==> config.mk <==
export PLATFORM = sky130hd
export DESIGN_NAME = aes_blk_serializer
export DESIGN_NICKNAME = d
export VERILOG_FILES = /design/src/rtl/aes_uart_pkg.sv /design/src/rtl/aes_blk_serializer_keep_scan.sv /design/src/rtl/aes_blk_serializer.sv
export SDC_FILE = /design/constraint.sdc
export NUM_CORES = 1
export LEC_CHECK = 0
export CELL_PAD_IN_SITES_DETAIL_PLACEMENT = 1
export CELL_PAD_IN_SITES_GLOBAL_PLACEMENT = 2
export CORE_MARGIN = 2
export CORE_UTILIZATION = 35
export DETAILED_ROUTE_END_ITERATION = 16
export GPL_TIMING_DRIVEN = 0
export PLACE_DENSITY_LB_ADDON = 0.1
export SLEW_MARGIN = 0
export SYNTH_ARGS = -nofsm -noshare
export SYNTH_HDL_FRONTEND = slang
export SYNTH_SLANG_ARGS = --single-unit
==> constraint.sdc <==
create_clock -name clk -period 8.4 [get_ports clk]
set_input_delay 1.68 -clock clk [delete_from_list [all_inputs] [get_ports clk]]
set_output_delay 1.68 -clock clk [all_outputs]
set_load 0.02 [all_outputs]
==> src/rtl/aes_uart_pkg.sv <==
// Shared types and helpers for the AES UART block/byte conversion paths.
package aes_uart_pkg;

  localparam int BLK_BYTES = 16;

  typedef struct packed {
    logic [127:0] data;
    logic [15:0]  keep;
    logic         last;
  } aes_blk_t;

  // Map a transmit-order position onto a byte lane of the 128-bit word.
  function automatic logic [3:0] pos_to_byte(input logic [3:0] pos, input logic lsbFirst);
    return lsbFirst ? pos : (4'(BLK_BYTES - 1) - pos);
  endfunction

endpackage

==> src/rtl/aes_blk_serializer_keep_scan.sv <==
// Finds the next kept byte position at or after a start index, and whether
// it is the last kept position of the block.
module keep_scan (
  input  logic [15:0] keep_i,
  input  logic [3:0]  idx_i,
  output logic [3:0]  nxt_o,
  output logic        is_final_o
);

  // Lowest set position not below idx_i; scanning downward lets the lowest win.
  always_comb begin
    nxt_o = 4'd0;
    for (int p = 15; p >= 0; p--) begin
      if (keep_i[p] && (4'(p) >= idx_i)) begin
        nxt_o = 4'(p);
      end
    end
  end

  // The selected position is final when nothing above it is kept.
  always_comb begin
    is_final_o = 1'b1;
    for (int p = 0; p < 16; p++) begin
      if (keep_i[p] && (4'(p) > nxt_o)) begin
        is_final_o = 1'b0;
      end
    end
  end

endmodule

==> src/rtl/aes_blk_serializer.sv <==
// Two-entry block buffer that drains 128-bit blocks as individual kept bytes
// towards the UART transmit selector. Blocks with no kept bytes are counted
// and discarded instead of being stored.
module aes_blk_serializer
  import aes_uart_pkg::*;
#(
  parameter int LSB_FIRST = 1
) (
  input  logic         clk,
  input  logic         rst,
  input  logic         en,
  input  logic         s_axis_tvalid_i,
  output logic         s_axis_tready_o,
  input  logic [127:0] s_axis_tdata_i,
  input  logic [15:0]  s_axis_tkeep_i,
  input  logic         s_axis_tlast_i,
  output logic         m_axis_tvalid_o,
  input  logic         m_axis_tready_i,
  output logic [7:0]   m_axis_tdata_o,
  output logic         m_axis_tkeep_o,
  output logic         m_axis_tlast_o,
  output logic         busy,
  output logic [7:0]   drop_cnt
);

  localparam logic LsbFirst = (LSB_FIRST != 0);

  aes_blk_t    mem_q [2];
  logic        wr_ptr_q, wr_ptr_d;
  logic        rd_ptr_q, rd_ptr_d;
  logic [1:0]  count_q, count_d;
  logic [3:0]  idx_q, idx_d;
  logic [7:0]  drop_cnt_q, drop_cnt_d;

  aes_blk_t    rdBlk;
  logic [15:0] keepPos;
  logic [3:0]  selPos;
  logic        selFinal;
  logic [3:0]  selByte;
  logic        accept;
  logic        store;
  logic        beat;
  logic        popFinal;

  assign rdBlk    = mem_q[rd_ptr_q];
  assign accept   = s_axis_tvalid_i && s_axis_tready_o;
  assign store    = accept && (s_axis_tkeep_i != 16'h0000);
  assign beat     = m_axis_tvalid_o && m_axis_tready_i;
  assign popFinal = beat && selFinal;
  assign selByte  = pos_to_byte(selPos, LsbFirst);

  // Reorder the read entry's keep mask into transmit order so the scan is always lowest-first.
  always_comb begin
    keepPos = 16'h0000;
    for (int p = 0; p < BLK_BYTES; p++) begin
      keepPos[p] = rdBlk.keep[pos_to_byte(4'(p), LsbFirst)];
    end
  end

  keep_scan u_keep_scan (
    .keep_i     (keepPos),
    .idx_i      (idx_q),
    .nxt_o      (selPos),
    .is_final_o (selFinal)
  );

  // Handshake and byte outputs come from registered state only; reset forces them quiet.
  always_comb begin
    s_axis_tready_o = en && !rst && (count_q != 2'd2);
    m_axis_tvalid_o = en && !rst && (count_q != 2'd0);
    m_axis_tdata_o  = 8'h00;
    m_axis_tlast_o  = 1'b0;
    if (m_axis_tvalid_o) begin
      m_axis_tdata_o = rdBlk.data[{selByte, 3'b000} +: 8];
      m_axis_tlast_o = rdBlk.last && selFinal;
    end
  end

  assign m_axis_tkeep_o = 1'b1;
  assign busy           = (count_q != 2'd0);
  assign drop_cnt       = drop_cnt_q;

  // Next-state for pointers, occupancy, byte index and the drop counter; disable flushes everything but the drop count.
  always_comb begin
    wr_ptr_d   = wr_ptr_q;
    rd_ptr_d   = rd_ptr_q;
    count_d    = count_q;
    idx_d      = idx_q;
    drop_cnt_d = drop_cnt_q;
    if (!en) begin
      wr_ptr_d = 1'b0;
      rd_ptr_d = 1'b0;
      count_d  = 2'd0;
      idx_d    = 4'd0;
    end else begin
      if (store) begin
        wr_ptr_d = ~wr_ptr_q;
      end
      if (accept && (s_axis_tkeep_i == 16'h0000) && (drop_cnt_q != 8'hFF)) begin
        drop_cnt_d = drop_cnt_q + 8'd1;
      end
      if (popFinal) begin
        rd_ptr_d = ~rd_ptr_q;
        idx_d    = 4'd0;
      end else if (beat) begin
        idx_d = selPos + 4'd1;
      end
      count_d = count_q + {1'b0, store} - {1'b0, popFinal};
    end
  end

  // Control state register with synchronous reset.
  always_ff @(posedge clk) begin
    if (rst) begin
      wr_ptr_q   <= 1'b0;
      rd_ptr_q   <= 1'b0;
      count_q    <= 2'd0;
      idx_q      <= 4'd0;
      drop_cnt_q <= 8'd0;
    end else begin
      wr_ptr_q   <= wr_ptr_d;
      rd_ptr_q   <= rd_ptr_d;
      count_q    <= count_d;
      idx_q      <= idx_d;
      drop_cnt_q <= drop_cnt_d;
    end
  end

  // Block storage; contents are only meaningful while counted as occupied, so no reset is needed.
  always_ff @(posedge clk) begin
    if (store) begin
      mem_q[wr_ptr_q] <= '{data: s_axis_tdata_i, keep: s_axis_tkeep_i, last: s_axis_tlast_i};
    end
  end

endmodule
==> flow_metrics.py <==
metrics = {
    "setup_path": {
        "crit_top_cell": "buf_6",
        "cp_max_fo": 10,
        "cp_slowest_cell": "clkdlybuf4s50_1",
        "crit_buf_inv": 6,
        "crit_family": "buffers and inverters",
        "worst-setup-path-type": "reg2out",
        "end_kind": "output pin",
        "arrival_ps": 6180,
        "critical_path.max_stage_delay_ps": 660,
        "worstPathCellList": "buf_6 > buf_6 > mux2i_1 > nor2_1 > o311a_1 > o21ai_0 > o21ai_2 > inv_2 > buf_2 > buf_1 > ha_1 > or2_2 > nor2b_1 > a211oi_1 > or4_1 > a221oi_2 > o21ai_1 > nor3_1 > clkdlybuf4s50_1",
        "startpoint_type": "register",
        "cp.required_ps": 6720,
    },
    "timing": {
        "fin_crit_sh_pct": 93.6,
        "fmax_ghz": 0.127,
        "worst_slew_margin_rel_pct": 37.1,
        "tightest_slew_ps": 943,
        "slew_violations": 0,
        "rsz0062_at_grt": "false",
        "final.setup_skew_ps": 13.1,
        "setup_viol": 0,
        "hold_violations": 0,
        "fin_crit_ps": 7860,
    },
    "pwr": {
        "p_leak_nw": 5.36,
        "peakVddDrop_v": 0.000161,
        "p_total_mw": 3.42,
        "power.density_nw_per_um2": 212,
    },
    "final_layout": {
        "drive_gt1_share_pct": 11.9,
        "fill_cells": 3585,
        "post-route-util_pct": 45.6,
        "fin_area_um2": 16100,
        "fin_nets": 1228,
        "areaGrowthSynthToFinish_pct": 28.6,
    },
    "drt": {
        "routed_wl_um": 35000,
        "met2_length_um": 16300,
        "routedWlPerCell_um": 22.4,
        "highest_layer": "met4",
        "drc": 0,
        "avgViaCountPerCell": 5.16,
        "first_iter_violations": 464,
        "wl_met1_um": 16400,
        "drtPass1Iterations": 4,
        "via_count": 8046,
        "wl_met3_um": 1540,
        "antenna_left": 0,
    },
    "cts": {
        "hold_buffers": 0,
        "clk_path_buf_depth": 3,
        "cts_buffers": 35,
        "insertion_delay_ps": 520,
        "clock_sinks": 307,
        "cts_tree": "built",
        "clk_pin_slew_ps": 50,
        "post_cts_buffers": 0,
        "h-tree-depth": 2,
        "ctsResizeCount": 0,
        "cts_root_buffer": "clkbuf_16",
    },
    "synthesis": {
        "synth_area_um2": 12500,
        "synth_area_leader_cell": "edfxtp_1",
        "synthFlopType": "edfxtp_1",
        "async_reset_ff_share_pct": 0,
        "seq_area_frac_synth_pct": 72.2,
        "yosysUniqueCellTypes": 65,
        "ys_top_cells_by_area": "edfxtp_1, nand2_1, mux4_2",
        "synth_fp_nets": 1016,
        "ys_ff_latch": 307,
        "syn_inst": 860,
        "netlist.area_leader.share_pct": 69.4,
        "syn_area_per_cell_um2": 14.6,
        "synth-edff-count": 290,
        "yosys_warnings": 0,
    },
    "floorplanning": {
        "fp.dieH_um": 193,
        "rows": 69,
        "die_width_um": 193,
        "core_area_um2": 35400,
        "die_area_um2": 37400,
        "start_util_pct": 35.4,
        "ioPinCount": 171,
    },
    "global_routing": {
        "grt_max_degree": 63,
        "grt_pass1_vias": 8584,
        "grtUsageTotal_pct": 18.8,
        "grt_overflow": 0,
        "grt_pass1_wl_um": 53300,
        "antenna_found_initial": 3,
    },
    "flow_run": {
        "max-cap-violations": 0,
    },
    "status": {
        "outcome": "complete, no violations",
    },
    "place": {
        "placed_cell_area_um2": 15000,
        "hpwl_um": 24500,
        "port_buffers": 168,
        "gp_routability_congestion": 0.805,
    },
    "min_path": {
        "hold_class": "reg2reg",
    },
}
[cells in the mapped netlist, types with 3 or more instances]
library cell,count
a22oi_1,3
nor4_1,10
a211oi_1,6
o21a_1,5
xor2_1,5
or2_2,7
ha_1,6
xnor2_1,5
o22ai_1,6
clkbuf_1,13
a32oi_1,11
mux2i_2,3
buf_1,4
nand3_1,36
a21oi_1,33
nand2b_1,3
and3_1,9
nand4_1,14
nor2_1,30
nand2_1,162
or3_1,5
nor3_1,6
o211ai_1,7
nor2b_1,3
o21ai_2,3
a31oi_1,17
buf_2,17
inv_1,7
o21ai_1,4
o21ai_0,14
mux2i_1,31
or4_1,3
edfxtp_1,290
dfxtp_1,17
and2_1,5
mux2_2,6
mux4_2,18
buf_6,4
[power by group]
group / switching (mW) / internal [mW] / total (mW)
Combinational: 0.0919 / 0.0930 / 0.185
Clock: 0.598 / 0.934 / 1.53
Sequential: 0.00567 / 1.70 / 1.71
Total: 0.696 / 2.73 / 3.42
[cells by family after synthesis]
logic type / Yosys count / share of synthesized area [%]
flops: 307 / 72.2
compound gates: 133 / 7.27
simple gates: 298 / 10.8
buf+inv: 47 / 1.85
fa+ha+maj: 6 / 0.599
other cells: 1 / 0.0299
mux: 58 / 6.57
xor+xnor: 10 / 0.698
[per-layer routing]
layer	vias to the layer above	track usage, %
li1	3732	-
met4	0	4.89
met2	191	30.0
met1	4076	26.9
met3	47	3.03
met5	-	0
[cell type report]
type / instances / area, µm² / share of cell area, %
buffer: 39 / 201 / 1.25
inverter: 8 / 30.0 / 0.186
timing repair buffer: 175 / 1840 / 11.4
tap: 461 / 577 / 3.58
sequential: 307 / 9050 / 56.1
antenna: 3 / 7.51 / 0.0466
multi-input combinational: 506 / 3270 / 20.3
clock buffer: 43 / 958 / 5.94
clock inverter: 17 / 195 / 1.21
[worst paths after layout]
kind	startpoint	end	slack (ps)	cells after the start
worst min register to register	rd_ptr_q$_SDFFE_PP0P_	register	470	1
worst max register to register	register	count_q[1]$_SDFF_PP0_	2510	24
worst min-delay path	rd_ptr_q$_SDFFE_PP0P_	register	470	1
worst max-delay path	register	m_axis_tlast_o	540	19
[metrics by stage]
step | cells | worst slack (ps) | hold WS [ps] | setup TNS [ps]
2_1_floorplan | 860 | 1380 | 436 | 0
3_3_place_gp | 1489 | -1040 | 447 | -199330
3_5_place_dp | 1496 | 988 | 460 | 0
4_1_cts | 1556 | 433 | 478 | 0
5_1_grt | 1558 | 148 | 521 | 0
6_report | 1559 | 536 | 474 | 0
[cell usage in the layout (no fill, tap or decap), types with 14 or more instances in the layout]
cell type / n
clkbuf_16: 37
mux2i_1: 31
nor2_1: 29
nand3_1: 36
mux4_2: 18
a31oi_1: 17
a21oi_1: 33
nand2_1: 162
nand4_1: 14
clkbuf_1: 18
buf_2: 17
clkdlybuf4s50_1: 168
edfxtp_1: 290
dfxtp_1: 17
o21ai_0: 14
[state kept, by name (all words and copies together) (netlist names), named ones only]
name / flops
count_q: 2
drop_cnt: 8
wr_ptr_q: 1
idx_q: 4
mem_q: 290
rd_ptr_q: 1
(Power assumes the default switching activity.)
